==> src/rtl/alu_sequencer.sv <==
// Multi-cycle ALU control unit: single-cycle logic/arith ops, bit-serial shift-add
// multiply and bit-serial left shift, with a start/done handshake and registered flags.
module alu_sequencer #(
  parameter int WIDTH  = 16,
  parameter bit MUL_EN = 1'b1
) (
  input  logic             clock,
  input  logic             clear,
  input  logic             start,
  input  logic [2:0]       opCode,
  input  logic [WIDTH-1:0] inputA,
  input  logic [WIDTH-1:0] inputB,
  output logic             busy,
  output logic             done,
  output logic [WIDTH-1:0] result,
  output logic             zero,
  output logic             negative,
  output logic             carry,
  output logic             overflow,
  output logic             illegal
);

  localparam int SW = $clog2(WIDTH);
  localparam int CW = $clog2(WIDTH + 1);

  typedef enum logic [1:0] {S_IDLE, S_EXEC, S_ITER} state_t;
  typedef enum logic [2:0] {
    OP_ADD = 3'b000, OP_SUB = 3'b001, OP_NOT = 3'b010, OP_AND = 3'b011,
    OP_OR  = 3'b100, OP_XOR = 3'b101, OP_MUL = 3'b110, OP_SHL = 3'b111
  } op_t;

  state_t             state, state_nxt;
  op_t                op_q;
  logic [WIDTH-1:0]   a_q, b_q;
  logic [CW-1:0]      cnt_q;
  logic [2*WIDTH-1:0] acc_q, mcand_q;

  // Completion staging: captured on the finishing edge, published one edge later with done.
  logic               fin_q;
  logic [WIDTH-1:0]   st_res;
  logic               st_zero, st_neg, st_c, st_v, st_ill;

  logic [SW-1:0]      shamt;
  logic               iter_op, last_step, finish;
  logic [WIDTH:0]     sum, diff;
  logic [2*WIDTH-1:0] mul_nxt;
  logic [WIDTH-1:0]   shl_nxt;
  logic [WIDTH-1:0]   alu_res;
  logic               alu_c, alu_v, alu_ill;

  assign shamt     = b_q[SW-1:0];
  assign iter_op   = (op_q == OP_MUL && MUL_EN) || (op_q == OP_SHL && shamt != '0);
  assign last_step = (state == S_ITER) && (cnt_q == CW'(1));
  assign finish    = ((state == S_EXEC) && !iter_op) || last_step;
  assign busy      = (state != S_IDLE);

  assign sum     = {1'b0, a_q} + {1'b0, b_q};
  assign diff    = {1'b0, a_q} - {1'b0, b_q};
  assign mul_nxt = b_q[0] ? acc_q + mcand_q : acc_q;
  assign shl_nxt = {acc_q[WIDTH-2:0], 1'b0};

  // NOTE: sequential state uses non-blocking assignments so every register samples pre-edge values.
  always_ff @(posedge clock) begin
    if (clear) state <= S_IDLE;
    else       state <= state_nxt;
  end

  // NOTE: every combinational output gets a default first, so no path can infer a latch.
  always_comb begin
    state_nxt = state;
    case (state)
      S_IDLE:  if (start) state_nxt = S_EXEC;
      S_EXEC:  state_nxt = iter_op ? S_ITER : S_IDLE;
      S_ITER:  if (cnt_q == CW'(1)) state_nxt = S_IDLE;
      default: state_nxt = S_IDLE;
    endcase
  end

  // Final result/flags of whichever operation completes on this edge.
  always_comb begin
    alu_res = '0;
    alu_c   = 1'b0;
    alu_v   = 1'b0;
    alu_ill = 1'b0;
    if (state == S_ITER) begin
      if (op_q == OP_MUL) begin
        alu_res = mul_nxt[WIDTH-1:0];
        alu_v   = |mul_nxt[2*WIDTH-1:WIDTH];
      end else begin
        alu_res = shl_nxt;
        alu_c   = acc_q[WIDTH-1];
      end
    end else begin
      case (op_q)
        OP_ADD: begin
          alu_res = sum[WIDTH-1:0];
          alu_c   = sum[WIDTH];
          alu_v   = (a_q[WIDTH-1] == b_q[WIDTH-1]) && (sum[WIDTH-1] != a_q[WIDTH-1]);
        end
        OP_SUB: begin
          alu_res = diff[WIDTH-1:0];
          alu_c   = diff[WIDTH];
          alu_v   = (a_q[WIDTH-1] != b_q[WIDTH-1]) && (diff[WIDTH-1] != a_q[WIDTH-1]);
        end
        OP_NOT:  alu_res = ~a_q;
        OP_AND:  alu_res = a_q & b_q;
        OP_OR:   alu_res = a_q | b_q;
        OP_XOR:  alu_res = a_q ^ b_q;
        OP_MUL:  alu_ill = 1'b1;
        OP_SHL:  alu_res = a_q;
        default: alu_res = '0;
      endcase
    end
  end

  // NOTE: operand and datapath registers are cleared too, so reset leaves no stale state behind.
  always_ff @(posedge clock) begin
    if (clear) begin
      op_q     <= OP_ADD;
      a_q      <= '0;
      b_q      <= '0;
      cnt_q    <= '0;
      acc_q    <= '0;
      mcand_q  <= '0;
      fin_q    <= 1'b0;
      st_res   <= '0;
      st_zero  <= 1'b0;
      st_neg   <= 1'b0;
      st_c     <= 1'b0;
      st_v     <= 1'b0;
      st_ill   <= 1'b0;
      done     <= 1'b0;
      result   <= '0;
      zero     <= 1'b0;
      negative <= 1'b0;
      carry    <= 1'b0;
      overflow <= 1'b0;
      illegal  <= 1'b0;
    end else begin
      if (state == S_IDLE && start) begin
        a_q  <= inputA;
        b_q  <= inputB;
        op_q <= op_t'(opCode);
      end

      if (state == S_EXEC) begin
        cnt_q   <= (op_q == OP_MUL) ? CW'(WIDTH) : CW'(shamt);
        acc_q   <= (op_q == OP_MUL) ? '0 : {{WIDTH{1'b0}}, a_q};
        mcand_q <= {{WIDTH{1'b0}}, a_q};
      end

      if (state == S_ITER) begin
        cnt_q <= cnt_q - CW'(1);
        if (op_q == OP_MUL) begin
          acc_q   <= mul_nxt;
          mcand_q <= {mcand_q[2*WIDTH-2:0], 1'b0};
          b_q     <= {1'b0, b_q[WIDTH-1:1]};
        end else begin
          acc_q <= {{WIDTH{1'b0}}, shl_nxt};
        end
      end

      fin_q <= finish;
      if (finish) begin
        st_res  <= alu_res;
        st_zero <= !alu_ill && (alu_res == '0);
        st_neg  <= alu_res[WIDTH-1];
        st_c    <= alu_c;
        st_v    <= alu_v;
        st_ill  <= alu_ill;
      end

      done <= fin_q;
      if (fin_q) begin
        result   <= st_res;
        zero     <= st_zero;
        negative <= st_neg;
        carry    <= st_c;
        overflow <= st_v;
        illegal  <= st_ill;
      end
    end
  end

endmodule

==> config.mk <==
export PLATFORM = sky130hd
export DESIGN_NAME = alu_sequencer
export DESIGN_NICKNAME = d
export VERILOG_FILES = /design/src/rtl/alu_sequencer.sv
export SDC_FILE = /design/constraint.sdc
export NUM_CORES = 1
export LEC_CHECK = 0
export CAP_MARGIN = 0
export CORE_UTILIZATION = 56
export CTS_CLUSTER_DIAMETER = 50
export DETAILED_ROUTE_END_ITERATION = 8
export MAX_ROUTING_LAYER = met4
export PLACE_DENSITY = 0.78
export SLEW_MARGIN = 20
export SYNTH_ARGS = -nofsm -noshare
export SYNTH_HDL_FRONTEND = slang
export SYNTH_SLANG_ARGS = --single-unit
==> constraint.sdc <==
create_clock -name clock -period 3.25 [get_ports clock]
set_input_delay 0.65 -clock clock [delete_from_list [all_inputs] [get_ports clock]]
set_output_delay 0.65 -clock clock [all_outputs]
set_load 0.005 [all_outputs]
==> results.py <==
metrics = {
    "setup_path": {
        "critPathCaptureType": "flop",
        "critPathKind": "reg -> reg",
        "critPathMaxFanout": 9,
        "arrival_ns": 3.51,
        "start_kind": "flop",
        "r2r_slack_ns": 0.09,
        "r2r-start": "a_q[2]$_SDFFE_PP0P_",
        "worstPathRequired_ns": 3.61,
        "r2r.worst_path.cells": 12,
        "reg2reg_to": "st_zero$_SDFFE_PP0P_",
    },
    "placement": {
        "preCtsSetupSlack_ns": -0.107,
        "dpl.hpwl_mm": 29.0,
        "placed_cell_area_mm2": 0.0128,
        "place.gp.congestion": 1.01,
        "numPortBuffers": 60,
        "dp_cells": 1838,
    },
    "die": {
        "fp.dieW_um": 144,
        "num_rows": 51,
        "die_h_um": 144,
        "core_mm2": 0.0196,
        "start_util_pct": 57.6,
        "num_io_pins": 61,
        "dieArea_mm2": 0.0207,
    },
    "layout": {
        "nFillCells": 1719,
        "regArea_mm2": 0.00297,
        "syn_to_final_growth_pct": 20.0,
        "drive_above_1_share_pct": 15.1,
        "nNetsFinal": 1729,
        "stdcell_area_mm2": 0.0136,
        "diodes": 0,
        "multi_input_area_mm2": 0.00783,
        "finalNonFillerCells": 1878,
        "utilization_pct": 69.2,
    },
    "pwr": {
        "p_per_area_mw_per_mm2": 408,
        "power_leakage_nw": 5.48,
        "ir_drop_mv": 0.411,
        "total_power_mw": 5.53,
    },
    "timing": {
        "hold_viol": 0,
        "fin_crit_sh_pct": 97.2,
        "tightest_slew_ns": 1.11,
        "timing.final.ws_setup_ns": 0.0922,
        "tns_ns": 0,
        "setup_viol": 0,
        "fmax_mhz": 317,
        "final_max_slew_viol_count": 0,
        "whs_ns": 0.478,
        "finalClockSkew_ns": 0.0132,
        "relSlewSlack_pct": 26.3,
        "rsz0062_at_grt": "yes",
        "min_period_ns": 3.16,
    },
    "yosys": {
        "avgSynthCellArea_um2": 7.56,
        "synthAdderAreaFrac_pct": 10.3,
        "synth-compound-area-share_pct": 28.5,
        "synth_top_family_by_area": "compound AO/OA/AOI/OAI gates",
        "yosysUniqueCellTypes": 94,
        "yosys-top-cells-count": "nor2_1, nand2_1, dfxtp_1",
        "synth.area.mux_share_pct": 4.82,
        "syn-cell-area_mm2": 0.0113,
        "synth_top_area_cell": "dfxtp_1",
        "synth_top_area_share_pct": 26.2,
        "synthMostInstantiatedCell": "nor2_1",
        "synth_nets": 1622,
        "synth-simple-area-share_pct": 22.1,
        "synth-seq-cells": 148,
        "dominantRegCellSynth": "dfxtp_1",
        "yosysSeqAreaShare_pct": 26.2,
        "synthTopCellsByArea": "dfxtp_1, ha_1, nor2_1, nand2_1, a21oi_1",
        "synth_warnings": 0,
        "synthArstFlopShare_pct": 0,
        "synthXorXnorAreaFrac_pct": 2.17,
        "syn_inst": 1493,
        "synth-edff-count": 0,
    },
    "outcome": {
        "outcome": "completed",
    },
    "flow_run": {
        "max_cap_viol_count": 0,
    },
    "worst_hold_path": {
        "hold_end": "mcand_q[29]$_SDFF_PP0_",
        "worstHoldStart": "mcand_q[28]$_SDFF_PP0_",
        "min_path_type": "reg -> reg",
        "hold_depth": 2,
    },
    "routing": {
        "first_pass_iters": 6,
        "route.detailed.drc": 0,
        "drt_wl_total_mm": 38.5,
        "dr.first_iter.drc_count": 1278,
        "ant_nets": 0,
        "post_drt_via_cell_ratio": 6.39,
        "wire_per_inst_um": 20.5,
        "via_count": 12000,
    },
    "grt": {
        "grt_pass1_wl_mm": 60.2,
        "grt_use_met1_pct": 53.6,
        "grt_max_degree": 141,
        "antenna_found_initial": 0,
        "grt-ovfl-total": 0,
        "globalRouteMet2Util_pct": 58.1,
        "grt_use_total_pct": 39.0,
        "busiest_layer": "met2",
        "grt_pass1_vias": 10800,
        "global_route.usage.met3_pct": 6.09,
    },
    "clocking": {
        "h-tree-depth": 4,
        "tritoncts": "yes",
        "cts_made_buffers": 17,
        "path_clk_slew_ns": 0.07,
        "cts_sinks": 148,
        "insertion_delay_ns": 0.44,
        "cts-root-buf": "clkbuf_16",
        "cts_hold_buf": 0,
        "clock_path_buffers": 2,
    },
}
registers in the layout, summed over array words and instances (netlist names), 2 cells and up:
name / cells
st_res: 16
op_q: 3
b_q: 16
cnt_q: 5
result: 16
mcand_q: 32
state: 2
a_q: 16
acc_q: 32
cells in the final DEF (no fill, tap or decap), types with 8 or more instances in the layout:
cell type	Yosys	final
ha_1	88	82
nor2b_1	17	16
xnor2_1	16	16
o22ai_1	8	8
o21ai_1	5	8
and2_1	12	12
o21a_1	10	10
a21o_1	19	19
nand2_1	167	166
nand3_1	42	42
o211ai_1	13	13
dfxtp_1	148	142
a311oi_1	21	21
nand4_1	19	19
and3_1	13	13
a211oi_1	55	52
clkbuf_16	0	17
nand2b_1	14	14
or3_1	10	10
clkdlybuf4s50_1	0	59
a31oi_1	18	17
a22oi_1	22	22
o21ai_0	76	73
inv_1	61	60
a21oi_1	116	110
xor2_1	12	12
a211o_1	8	8
mux2i_1	51	51
nor2_1	173	172
nor3_1	33	33
buf_4	1	132
worst max-delay path by stage:
stage	startpoint	end	slack, ns	cells after the start
after CTS	acc_q[7]$_SDFFE_PP0P_	st_v$_SDFFE_PP0P_	-0.04	12
after detailed placement	acc_q[0]$_SDFFE_PP0P_	st_v$_SDFFE_PP0P_	-0.11	14
final	a_q[2]$_SDFFE_PP0P_	st_zero$_SDFFE_PP0P_	0.09	12
after floorplan	a_q[1]$_SDFFE_PP0P_	st_zero$_SDFFE_PP0P_	0.21	12
after global routing	a_q[0]$_SDFFE_PP0P_	st_zero$_SDFFE_PP0P_	-0.09	14
after global placement	acc_q[7]$_SDFFE_PP0P_	st_v$_SDFFE_PP0P_	-0.03	11
metal layers:
| layer | routed length [µm] | part of all wire [%] |
|---|---|---|
| met1 | 17200 | 45 |
| met2 | 16900 | 44 |
| met3 | 3410 | 8.9 |
| met4 | 1020 | 2.6 |
| met5 | 0 | 0 |
logic make-up after synthesis:
family | Yosys count
flip-flops | 148
AND/OR/NAND/NOR | 538
buffers and inverters | 170
AO/OA/AOI/OAI | 464
adder cells (fa/ha/maj) | 91
multiplexers | 54
XOR/XNOR | 28
power by group:
group / internal, mW / switching, mW / total (mW)
Combinational: 0.672 / 0.887 / 1.56
Sequential: 1.91 / 0.0953 / 2.01
Clock: 1.04 / 0.926 / 1.96
cell type report:
| class | count | share of cell area (%) |
|---|---|---|
| inverters | 66 | 1.83 |
| clock buffers | 18 | 3.24 |
| repair buffers | 192 | 11.8 |
| well taps | 265 | 2.45 |
| clock inverters | 14 | 0.978 |
| multi-input cells | 1175 | 57.8 |
| flip-flops and latches | 148 | 21.9 |
worst max-delay path: stages, from the launching register on:
cell,delay (ns)
dfxtp_1,0.33
inv_1,0.05
ha_1,0.38
buf_4,0.21
or4_4,0.48
and4b_4,0.22
o32ai_2,0.28
a21oi_2,0.12
nor4_4,0.26
nand4_1,0.15
and4bb_1,0.30
nand4_1,0.11
o31ai_2,0.19
timing repair:
| action | CTS | global route |
|---|---|---|
| setup buffers | 3 | 5 |
| pin swaps | 3 | 16 |
| resized for setup | 7 | 35 |
| setup endpoints to repair | 3 | 7 |
No activity file was read; power rests on OpenSTA's default activity.
